[src/rtl/seq_gen.sv]
// Serial pattern generator: sends a captured WIDTH-bit pattern MSB first, reps times
// back to back, over a valid/ready bit stream, then pulses done for one cycle.
module seq_gen #(
  parameter int              WIDTH           = 4,
  parameter logic [WIDTH-1:0] DEFAULT_PATTERN = WIDTH'(4'b1010)
) (
  input  logic             clk,
  input  logic             rst,
  input  logic             start,
  input  logic [WIDTH-1:0] pattern,
  input  logic [3:0]       reps,
  input  logic             o_ready,
  output logic             o_bit,
  output logic             o_valid,
  output logic             o_last,
  output logic             busy,
  output logic             done
);

  localparam int CW = $clog2(WIDTH);
  localparam logic [CW-1:0] CNT_MAX = CW'(WIDTH - 1);

  typedef enum logic [1:0] {
    IDLE = 2'b00,
    SEND = 2'b01,
    DONE = 2'b10
  } state_t;

  state_t           state, state_d;
  logic [WIDTH-1:0] pat_q, pat_d;
  logic [WIDTH-1:0] sh_q, sh_d;
  logic [CW-1:0]    bit_cnt, bit_cnt_d;
  logic [3:0]       rep_left, rep_left_d;

  always_ff @(posedge clk) begin
    if (rst) begin
      state    <= IDLE;
      pat_q    <= DEFAULT_PATTERN;
      sh_q     <= DEFAULT_PATTERN;
      bit_cnt  <= '0;
      rep_left <= '0;
    end else begin
      state    <= state_d;
      pat_q    <= pat_d;
      sh_q     <= sh_d;
      bit_cnt  <= bit_cnt_d;
      rep_left <= rep_left_d;
    end
  end

  always_comb begin
    state_d    = state;
    pat_d      = pat_q;
    sh_d       = sh_q;
    bit_cnt_d  = bit_cnt;
    rep_left_d = rep_left;
    case (state)
      IDLE: begin
        if (start && reps != 4'd0) begin
          pat_d      = pattern;
          sh_d       = pattern;
          rep_left_d = reps;
          bit_cnt_d  = CNT_MAX;
          state_d    = SEND;
        end
      end
      SEND: begin
        if (o_ready) begin
          if (bit_cnt != '0) begin
            sh_d      = {sh_q[WIDTH-2:0], 1'b0};
            bit_cnt_d = bit_cnt - 1'b1;
          end else if (rep_left > 4'd1) begin
            // reload in the same edge so repetitions stay gap-free
            sh_d       = pat_q;
            rep_left_d = rep_left - 4'd1;
            bit_cnt_d  = CNT_MAX;
          end else begin
            state_d = DONE;
          end
        end
      end
      DONE:    state_d = IDLE;
      default: state_d = IDLE;
    endcase
  end

  // all outputs decode registered state only
  assign o_valid = (state == SEND);
  assign busy    = (state == SEND);
  assign o_bit   = (state == SEND) && sh_q[WIDTH-1];
  assign o_last  = (state == SEND) && (bit_cnt == '0) && (rep_left == 4'd1);
  assign done    = (state == DONE);

endmodule
[config.mk]
export PLATFORM = sky130hd
export DESIGN_NAME = seq_gen
export DESIGN_NICKNAME = d
export VERILOG_FILES = /design/src/rtl/seq_gen.sv
export SDC_FILE = /design/constraint.sdc
export NUM_CORES = 1
export LEC_CHECK = 0
export BUFFER_PORTS_ARGS = -buffer_cell sky130_fd_sc_hd__buf_2
export CAP_MARGIN = 20
export CELL_PAD_IN_SITES_DETAIL_PLACEMENT = 0
export CELL_PAD_IN_SITES_GLOBAL_PLACEMENT = 1
export CORE_MARGIN = 8
export CORE_UTILIZATION = 44
export CTS_CLUSTER_SIZE = 30
export DETAILED_ROUTE_END_ITERATION = 16
export PLACE_DENSITY_LB_ADDON = 0.1
export SYNTH_ARGS = -nofsm -noshare
export SYNTH_HDL_FRONTEND = slang
export SYNTH_SLANG_ARGS = --single-unit
[constraint.sdc]
create_clock -name clk -period 4 [get_ports clk]
set_input_delay 0.4 -clock clk [delete_from_list [all_inputs] [get_ports clk]]
set_output_delay 0.4 -clock clk [all_outputs]
set_load 0.01 [all_outputs]
==> impl_metrics.sql <==
INSERT INTO impl_metrics (metric_group, metric, value, unit) VALUES
('timing', 'grt_setup_unrepaired', 'no', ''),
('floorplanning', 'design.portCount', '17', ''),
('min_path', 'hold-path-cell-count', '3', ''),
('route', 'total_number_of_vias', '802', ''),
('timing', 'min_period', '1.92', 'ns'),
('route', 'detail_route.wl_per_cell', '13.6', 'um'),
('synth', 'postSynthNetCount', '123', ''),
('pwr', 'p_int', '293', 'uW'),
('synth', 'post_synth_main_area_contributors', 'sky130_fd_sc_hd__dfxtp_1 (32%), sky130_fd_sc_hd__mux2i_1 (10%), sky130_fd_sc_hd__ha_1 (3.8%)', ''),
('layout', 'layout-drive-gt1-share', '27.3', '%'),
('synth', 'synthArstFlopShare', '0', '%'),
('global_routing', 'number_of_antenna_violations_at_the_first_check_in_global_routing', '0', ''),
('timing', 'hold_ws', '0.360', 'ns'),
('synth', 'yosys_warnings', '0', ''),
('floorplanning', 'die_x', '63.5', 'um'),
('clock_network', 'cts_repair_resize_count', '0', ''),
('floorplanning', 'rows', '17', ''),
('setup_path', 'worstReg2RegStart', 'rep_left[0]', ''),
('layout', 'insertedDiodeCount', '0', ''),
('floorplanning', 'initial_core_util', '45.8', '%'),
('global_routing', 'grt.total_usage', '10.6', '%'),
('placement', 'hpwlAfterDp', '1.47', 'mm'),
('global_routing', 'first_pass_grt_wire_length', '3.57', 'mm'),
('placement', 'placement.io_buffers', '16', ''),
('synth', 'netlist_top_cells_count', 'sky130_fd_sc_hd__dfxtp_1 (16), sky130_fd_sc_hd__mux2i_1 (10), sky130_fd_sc_hd__nor2_1 (9), sky130_fd_sc_hd__inv_1 (7), sky130_fd_sc_hd__a21oi_1 (6)', ''),
('pwr', 'p_leak', '0.000478', 'uW'),
('status', 'status', 'completed', ''),
('route', 'route.detailed.vias_per_inst', '5.38', ''),
('synth', 'yosys.cell_count.top_type', 'sky130_fd_sc_hd__dfxtp_1', ''),
('timing', 'fin_worst_skew', '0.00372', 'ns'),
('clock_network', 'clock_path_buffers', '2', ''),
('clock_network', 'ctsHoldBuffers', '0', ''),
('synth', 'ys_seq_elements', '16', ''),
('min_path', 'end_of_the_worst_hold_path', 'pat_q[0]', ''),
('pwr', 'clock_power_share', '25.0', '%'),
('clock_network', 'cts_max_level', '1', ''),
('synth', 'count_of_flip_flops_with_a_built_in_enable_after_synthesis', '0', ''),
('global_routing', 'grt_start_max_net_pins', '22', ''),
('setup_path', 'reg2reg_path_depth', '6', ''),
('timing', 'final_min_period_over_clock_period', '47.9', '%'),
('placement', 'place_worst_setup_slack', '2.14', 'ns'),
('synth', 'largest_area_contributor_in_the_synthesized_netlist', 'sky130_fd_sc_hd__dfxtp_1', ''),
('layout', 'fill_cells', '225', ''),
('route', 'postRouteWirelength', '2.03', 'mm'),
('synth', 'netlist_area', '995', 'um2'),
('min_path', 'hold_class', 'in2reg', ''),
('route', 'dr.pass1.iters', '5', ''),
('timing', 'fmax', '522', 'MHz'),
('layout', 'area.growth.synth_to_final', '10.2', '%'),
('timing', 'fin_setup_tns', '0', 'ns'),
('pwr', 'pwr_density_cell', '388', 'mW/mm2'),
('pwr', 'netSwitchingPower', '133', 'uW'),
('synth', 'synth_area_per_cell', '9.21', 'um2'),
('synth', 'post_synth_inst_count', '108', ''),
('clock_network', 'clk_latency', '0.28', 'ns'),
('min_path', 'worst_hold_startpoint', 'pattern[0]', ''),
('synth', 'synth.yosys.seq_area_share', '32.2', '%'),
('layout', 'seq_area', '320', 'um2'),
('timing', 'pins_over_slew_limit', '0', ''),
('clock_network', 'number_of_clock_buffers_inserted_by_tritoncts', '3', ''),
('floorplanning', 'dieHeight', '63.5', 'um'),
('layout', 'post_layout_nonfiller_instances', '149', ''),
('setup_path', 'regToRegEndpoint', 'bit_cnt[0]', ''),
('floorplanning', 'core_area', '0.00217', 'mm2'),
('clock_network', 'cts_setup_buffers', '0', ''),
('timing', 'timing.final.setup_violations', '0', ''),
('timing', 'layout_setup_ws', '2.08', 'ns'),
('pwr', 'switching_share', '31.2', '%'),
('clock_network', 'ctsRootBufferMaster', 'sky130_fd_sc_hd__clkbuf_4', ''),
('pwr', 'seqPwrFrac', '45.1', '%'),
('setup_path', 'timing.setup.critical_path_class', 'reg2out', '');
cells in the final DEF (no fill, tap or decap), types with 2 or more instances in the layout:
cell type	instances
sky130_fd_sc_hd__a211o_1	3
sky130_fd_sc_hd__o21ai_0	3
sky130_fd_sc_hd__a211o_2	2
sky130_fd_sc_hd__nand2b_1	3
sky130_fd_sc_hd__a21oi_1	6
sky130_fd_sc_hd__nand4_1	2
sky130_fd_sc_hd__nor2b_1	4
sky130_fd_sc_hd__clkbuf_4	3
sky130_fd_sc_hd__buf_2	16
sky130_fd_sc_hd__nor3_1	2
sky130_fd_sc_hd__nand2_1	2
sky130_fd_sc_hd__or2_2	2
sky130_fd_sc_hd__nor4_1	2
sky130_fd_sc_hd__dfxtp_1	16
sky130_fd_sc_hd__ha_1	3
sky130_fd_sc_hd__nor2_1	9
sky130_fd_sc_hd__inv_1	7
sky130_fd_sc_hd__mux2i_1	10
power groups by stage:
| stage | clock network (uW) | registers (uW) | logic [uW] |
|---|---|---|---|
| floorplan | 0 | 190 | 110 |
| global placement | 0 | 195 | 127 |
| detailed placement | 0 | 195 | 126 |
| CTS | 112 | 192 | 128 |
| global route | 122 | 195 | 141 |
| finish | 106 | 192 | 127 |
worst max path at each step:
| stage | startpoint | endpoint | slack (ns) | cells after the start |
|---|---|---|---|---|
| CTS | state[0] | o_last | 2.07 | 4 |
| finish | state[0] | o_last | 2.08 | 4 |
| floorplan | rep_left[0] | bit_cnt[0] | 2.29 | 6 |
| global route | rep_left[0] | bit_cnt[0] | 1.93 | 6 |
| global placement | bit_cnt[0] | rep_left[0] | 2.16 | 6 |
| detailed placement | rep_left[0] | bit_cnt[0] | 2.14 | 6 |
layout make-up:
type	instances	area share [%]
well taps	28	3.20
repair buffers	17	7.99
clock buffers	4	3.31
multi-input cells	77	53.9
inverters	7	2.40
flip-flops and latches	16	29.2
metal layers:
layer	vias up	share of wire, %	track usage, %
li1	420	-	-
met5	-	0	0
met4	0	0.79	5.01
met1	361	53	14.3
met2	19	43	15.5
met3	2	3.8	2.47
critical path, cell delays in order, from the launching register on:
cell	delay (ns)
sky130_fd_sc_hd__dfxtp_1	0.49
sky130_fd_sc_hd__nor2b_1	0.17
sky130_fd_sc_hd__buf_4	0.22
sky130_fd_sc_hd__and4_1	0.22
sky130_fd_sc_hd__buf_2	0.13
metrics by stage:
step,area (um2),total power (uW)
after floorplan,995,299
after global placement,1060,322
after detailed placement,1060,321
after CTS,1100,432
after global routing,1100,458
final,1100,426
cell families after synthesis:
logic type                 Yosys count  share of synthesized area, %
DFF                                 16                          32.2
adders and majority gates            3                          3.77
buffers and inverters               15                          8.43
and+or+nand+nor                     38                          24.4
AOI/OAI and AO/OA                   26                          21.1
muxes                               10                          10.1
flip-flops by register name, summed over array words and instances (netlist names):
signal / flops
bit_cnt: 2
state: 2
pat_q: 4
rep_left: 4
sh_q: 4
Power figures use the tool's default switching activity.
